$ cat config.mk
export PLATFORM = sky130hd
export DESIGN_NAME = fmap_readout
export DESIGN_NICKNAME = d
export VERILOG_FILES = /design/src/rtl/fmap_readout.sv
export SDC_FILE = /design/constraint.sdc
export NUM_CORES = 1
export LEC_CHECK = 0
export CAP_MARGIN = 20
export CORE_UTILIZATION = 45
export CTS_CLUSTER_SIZE = 40
export DETAILED_ROUTE_END_ITERATION = 10
export GPL_ROUTABILITY_DRIVEN = 0
export GPL_TIMING_DRIVEN = 0
export PLACE_DENSITY = 0.76
export SETUP_SLACK_MARGIN = 0.2
export SLEW_MARGIN = 20
export SYNTH_ARGS = -nofsm -noshare
export SYNTH_HDL_FRONTEND = slang
export SYNTH_SLANG_ARGS = --single-unit
$ cat constraint.sdc
create_clock -name clk -period 1.95 [get_ports clk]
set_input_delay 0.39 -clock clk [delete_from_list [all_inputs] [get_ports clk]]
set_output_delay 0.39 -clock clk [all_outputs]
set_load 0.01 [all_outputs]
$ cat src/rtl/fmap_readout.sv
// Drains a feature-map BRAM one word at a time and streams it out LSB byte first over valid/ready.
// Optional FMAP_RD_CKSUM_EN appends a 16-bit byte-sum trailer (low byte, then high byte).
module fmap_readout #(
    parameter int ADDR_W = 12,
    parameter int DATA_W = 64
) (
    input  logic              clk,
    input  logic              rst_n,
    input  logic              start,
    input  logic [ADDR_W-1:0] base_addr,
    input  logic [ADDR_W:0]   word_cnt,
    output logic              busy,
    output logic              done,
    output logic              bram_en,
    output logic [ADDR_W-1:0] bram_addr,
    input  logic [DATA_W-1:0] bram_dout,
    output logic [7:0]        m_data,
    output logic              m_valid,
    input  logic              m_ready,
    output logic              m_last
);

    // state | meaning
    // IDLE  | waiting for start
    // FETCH | bram_en high for the current word address
    // WAIT  | BRAM read latency; word captured at end of cycle
    // SHIFT | presenting payload bytes, LSB first
    // TRAIL | presenting checksum low/high byte (FMAP_RD_CKSUM_EN only)
    // DONE  | one-cycle completion pulse
    localparam int NB    = DATA_W / 8;
    localparam int IDX_W = (NB > 1) ? $clog2(NB) : 1;
    localparam logic [IDX_W-1:0]  IDX_LAST = IDX_W'(NB - 1);
    localparam logic [IDX_W-1:0]  IDX_ONE  = 1;
    localparam logic [ADDR_W-1:0] ADDR_ONE = 1;
    localparam logic [ADDR_W:0]   CNT_ONE  = 1;
`ifdef FMAP_RD_CKSUM_EN
    localparam bit PAY_LAST = 1'b0;
`else
    localparam bit PAY_LAST = 1'b1;
`endif

    typedef enum logic [2:0] {
        S_IDLE,
        S_FETCH,
        S_WAIT,
        S_SHIFT,
`ifdef FMAP_RD_CKSUM_EN
        S_TRAIL,
`endif
        S_DONE
    } state_t;

    state_t             state, state_nxt;
    logic [ADDR_W:0]    remaining;
    logic [DATA_W-1:0]  shift_reg, shift_nxt;
    logic [IDX_W-1:0]   idx, idx_inc;
    logic               hs, byte_last, last_word, stream_nxt;
`ifdef FMAP_RD_CKSUM_EN
    logic [15:0]        cksum, cksum_nxt;
    logic               tidx;
`endif

    always_comb begin
        hs         = m_valid & m_ready;
        byte_last  = (idx == IDX_LAST);
        last_word  = (remaining == CNT_ONE);
        idx_inc    = idx + IDX_ONE;
        shift_nxt  = shift_reg >> 8;
`ifdef FMAP_RD_CKSUM_EN
        cksum_nxt  = cksum + {8'd0, m_data};
`endif
        state_nxt  = state;
        case (state)
            S_IDLE:  if (start) state_nxt = (word_cnt == '0) ? S_DONE : S_FETCH;
            S_FETCH: state_nxt = S_WAIT;
            S_WAIT:  state_nxt = S_SHIFT;
            S_SHIFT: begin
                if (hs && byte_last) begin
                    if (last_word) begin
`ifdef FMAP_RD_CKSUM_EN
                        state_nxt = S_TRAIL;
`else
                        state_nxt = S_DONE;
`endif
                    end else begin
                        state_nxt = S_FETCH;
                    end
                end
            end
`ifdef FMAP_RD_CKSUM_EN
            S_TRAIL: if (hs && tidx) state_nxt = S_DONE;
`endif
            S_DONE:  state_nxt = S_IDLE;
            default: state_nxt = S_IDLE;
        endcase
`ifdef FMAP_RD_CKSUM_EN
        stream_nxt = (state_nxt == S_SHIFT) || (state_nxt == S_TRAIL);
`else
        stream_nxt = (state_nxt == S_SHIFT);
`endif
    end

    // Every output is a flop loaded from next-state decode, so m_ready never reaches an output combinationally.
    always_ff @(posedge clk or negedge rst_n) begin
        if (!rst_n) begin
            state     <= S_IDLE;
            busy      <= 1'b0;
            done      <= 1'b0;
            bram_en   <= 1'b0;
            bram_addr <= '0;
            m_data    <= '0;
            m_valid   <= 1'b0;
            m_last    <= 1'b0;
            remaining <= '0;
            shift_reg <= '0;
            idx       <= '0;
`ifdef FMAP_RD_CKSUM_EN
            cksum     <= '0;
            tidx      <= 1'b0;
`endif
        end else begin
            state   <= state_nxt;
            busy    <= (state_nxt != S_IDLE) && (state_nxt != S_DONE);
            done    <= (state_nxt == S_DONE);
            bram_en <= (state_nxt == S_FETCH);
            m_valid <= stream_nxt;
            case (state)
                S_IDLE: begin
                    if (start) begin
                        bram_addr <= base_addr;
                        remaining <= word_cnt;
`ifdef FMAP_RD_CKSUM_EN
                        cksum     <= '0;
                        tidx      <= 1'b0;
`endif
                    end
                end
                S_WAIT: begin
                    shift_reg <= bram_dout;
                    idx       <= '0;
                    m_data    <= bram_dout[7:0];
                    m_last    <= PAY_LAST && last_word && (IDX_LAST == '0);
                end
                S_SHIFT: begin
                    if (hs) begin
`ifdef FMAP_RD_CKSUM_EN
                        cksum <= cksum_nxt;
`endif
                        if (byte_last) begin
                            remaining <= remaining - CNT_ONE;
                            bram_addr <= bram_addr + ADDR_ONE;
                            m_last    <= 1'b0;
`ifdef FMAP_RD_CKSUM_EN
                            if (last_word) m_data <= cksum_nxt[7:0];
`endif
                        end else begin
                            idx       <= idx_inc;
                            shift_reg <= shift_nxt;
                            m_data    <= shift_nxt[7:0];
                            m_last    <= PAY_LAST && last_word && (idx_inc == IDX_LAST);
                        end
                    end
                end
`ifdef FMAP_RD_CKSUM_EN
                S_TRAIL: begin
                    if (hs) begin
                        if (!tidx) begin
                            tidx   <= 1'b1;
                            m_data <= cksum[15:8];
                            m_last <= 1'b1;
                        end else begin
                            m_last <= 1'b0;
                        end
                    end
                end
`endif
                default: ;
            endcase
        end
    end

endmodule

==> qor.txt <==
Status - complete, no violations
Final slew viol count - 0
Netlist cell types - 57
Die Footprint - 11760 um2
Worst slew margin - 65.18%
Switching Fraction - 37.77%
Hpwl dp - 10470 um
Asr flop ratio synth - 100.0%
Slew @ Worst Pin - 0.5203 ns
Biggest cell delay along the critical path - 0.40 ns
Pre-Repair DR Iteration Count - 7
Top cells by area, synth - dfrtp_1, nand2_1, a31oi_1
Worst Skew - 0.01030 ns
Grt total ovfl - 0
Clock Tree Root - clkbuf_16
Worst skew pair latency - 0.35 ns
Total track usage - 27.11%
Overall die width - 108.5 um
Placed instance count - 845
Element type at the critical path end - flip-flop
Worst path required time - 2.21 ns
Synth top cells by count - nand2_1, dfrtp_1, nor2_1, a31oi_1, a21oi_1
Worst setup margin - 0.003383 ns
DP Area - 6500 um2
Period minus WS final - 1.947 ns
Largest net degree at the start of global routing - 79
Slowest-stage cell, CP - dfrtp_1
Fillcell total - 795
Post-detailed-routing wire length - 16130 um
Number of cell rows - 38
CP Launch Type - flip-flop
Antenna Nets Post-Route - 0
RSZ-0062 raised after global routing - true
Clock transition at path regs - 0.07 ns
Avg Cell Area, Syn - 8.688 um2
Starting Density - 46.64%
Max reg flops - 57
Leakage power - 3.254 nW
Post-route clock period utilization - 99.83%
Power Dens Cells - 1233 nW/um2
Core box area - 10940 um2
Logic pwr share - 43.2%
Top_reg_cell synth - dfrtp_1
Initial antenna violation count - 0
Register bit total from synthesis - 100
Fin util - 70.25%
Clock Path Buffers - 2
CP Max Fanout - 5
Ys Warns - 0
Layout Cells excl Fill - 899
Critical path, cell by cell - ha_2, ha_4, nand3b_1, a21oi_4, buf_6, buf_12, buf_8, nor2_2, a31oi_1
Most common cell in the netlist - nand2_1
Final setup viols - 0
DR WL/cell - 17.94 um
VDD IR-drop max - 0.8287 mV
Share of the synthesized area in the top cell type - 49.07%
Max cap viols - 0
WS Path Type - reg -> reg
Synth area leader - dfrtp_1
Vias in the first global route - 5235
Family with the most delay on the worst path - compound AO/OA/AOI/OAI gates
Area of the multi-input gates - 2603 um2
Residual DRC count - 0
Seq/Total Area, Yosys - 49.07%
Sequential fraction of design power - 37.0%
Post-Synthesis Cell Area - 5100 um2
Worst slack at placement - -0.3984 ns
Hold Vio Cnt, Final - 0
FF+latch area - 2511 um2
Nets - 853
Vias/cell - 5.862
Net Count, Synth - 686
Clock Sink Count - 100
H-tree depth - 3
Worst path buffer plus inverter count - 3
First DRT Iteration DRCs - 480
Clock share of power - 19.8%
Critical Path AT - 2.21 ns
CTS buffer count - 9
Worst hold path class - in -> async
Sw power - 3.577 mW
Fmax - 513.7 MHz
Post-synth EDFFs - 0
I/O pins - 118
IO buf count - 117
Final Cell Area - 7682 um2
Die Y - 108.5 um
Syn Inst Count - 587
Internal - 5.894 mW
Share of cells above drive strength 1 - 22.92%
Detailed-route via count - 5270
ANT cells - 0
Reg-to-reg slack, setup - 0.003 ns
First-pass GRT wire length - 24380 um
Area Growth Syn to Fin - 50.64%
CTS tree - done
[area by class of cell]
cell class                 instances  area share, %
multi-input combinational        429          33.88
sequential                       100          32.69
tap                              140          2.280
timing repair buffer             156          21.27
clock inverter                     6         0.8958
buffer                            49          5.440
inverter                           9         0.4397
clock buffer                      10          3.111
[cells in the final DEF (no fill, tap or decap), types with 9 or more instances in the layout]
| cell type | count |
|---|---|
| clkbuf_16 | 10 |
| a21oi_1 | 12 |
| clkbuf_2 | 11 |
| nand4_1 | 9 |
| nor2_1 | 64 |
| a22o_1 | 9 |
| a21oi_2 | 10 |
| nand3_1 | 9 |
| dfrtp_1 | 93 |
| a31oi_1 | 55 |
| clkdlybuf4s50_1 | 106 |
| buf_4 | 33 |
| nand2_1 | 136 |
| buf_6 | 15 |
| inv_1 | 9 |
[worst paths after layout]
path                                     from             to  cells past startpoint
min in group clk                shift_reg[59]  shift_reg[59]                      1
worst min-delay path                    rst_n        bram_en                      2
worst max register to register         idx[0]   shift_reg[9]                      9
max in group asynchronous               rst_n  shift_reg[15]                      3
worst max-delay path                   idx[0]   shift_reg[9]                      9
worst min register to register  shift_reg[59]  shift_reg[59]                      1
[kinds of logic after synthesis]
logic type	after synthesis	synth area share (%)
adder cells (fa/ha/maj)	6	1.472
flip-flops	100	49.07
AND/OR/NAND/NOR	269	22.74
AO/OA/AOI/OAI	150	19.99
buffers and inverters	58	5.937
multiplexers	4	0.7851
[power by group through the flow]
stage / registers [mW] / logic, mW / clock network, mW
2_1_floorplan: 3.32 / 2.02 / 0
3_5_place_dp: 3.44 / 3.13 / 0
4_1_cts: 3.42 / 3.64 / 1.89
6_report: 3.50 / 4.09 / 1.87
5_1_grt: 3.57 / 4.45 / 1.97
3_3_place_gp: 3.40 / 3.02 / 0
[metrics by stage]
step           TNS (ns)  hold WS [ns]  power (mW)
2_1_floorplan         0       0.09441       5.346
3_3_place_gp    -346.48        0.4672       6.417
3_5_place_dp     -23.17        0.2657       6.562
4_1_cts               0        0.4542       8.948
5_1_grt          -1.302        0.4741       9.996
6_report              0        0.4522       9.470
[repair_timing]
item                       in CTS  in global routing
hold endpoints to repair       22                  0
buffers inserted               21                  9
hold buffers                    1                  0
cloned                          5                  2
setup endpoints to repair     102                108
pin swaps                      18                 16
gates resized for setup        87                 80
[layer usage]
layer  global-route usage, %  wire length [um]  vias to the layer above  part of all wire (%)
met2                   44.85              7910                      248                    49
met1                   32.75              6383                     2556                    40
met5                       0                 0                        -                     0
li1                        -                 -                     2406                     -
met3                   6.751              1174                       60                   7.3
met4                   13.71               663                        0                   4.1
(Power assumes the default switching activity.)
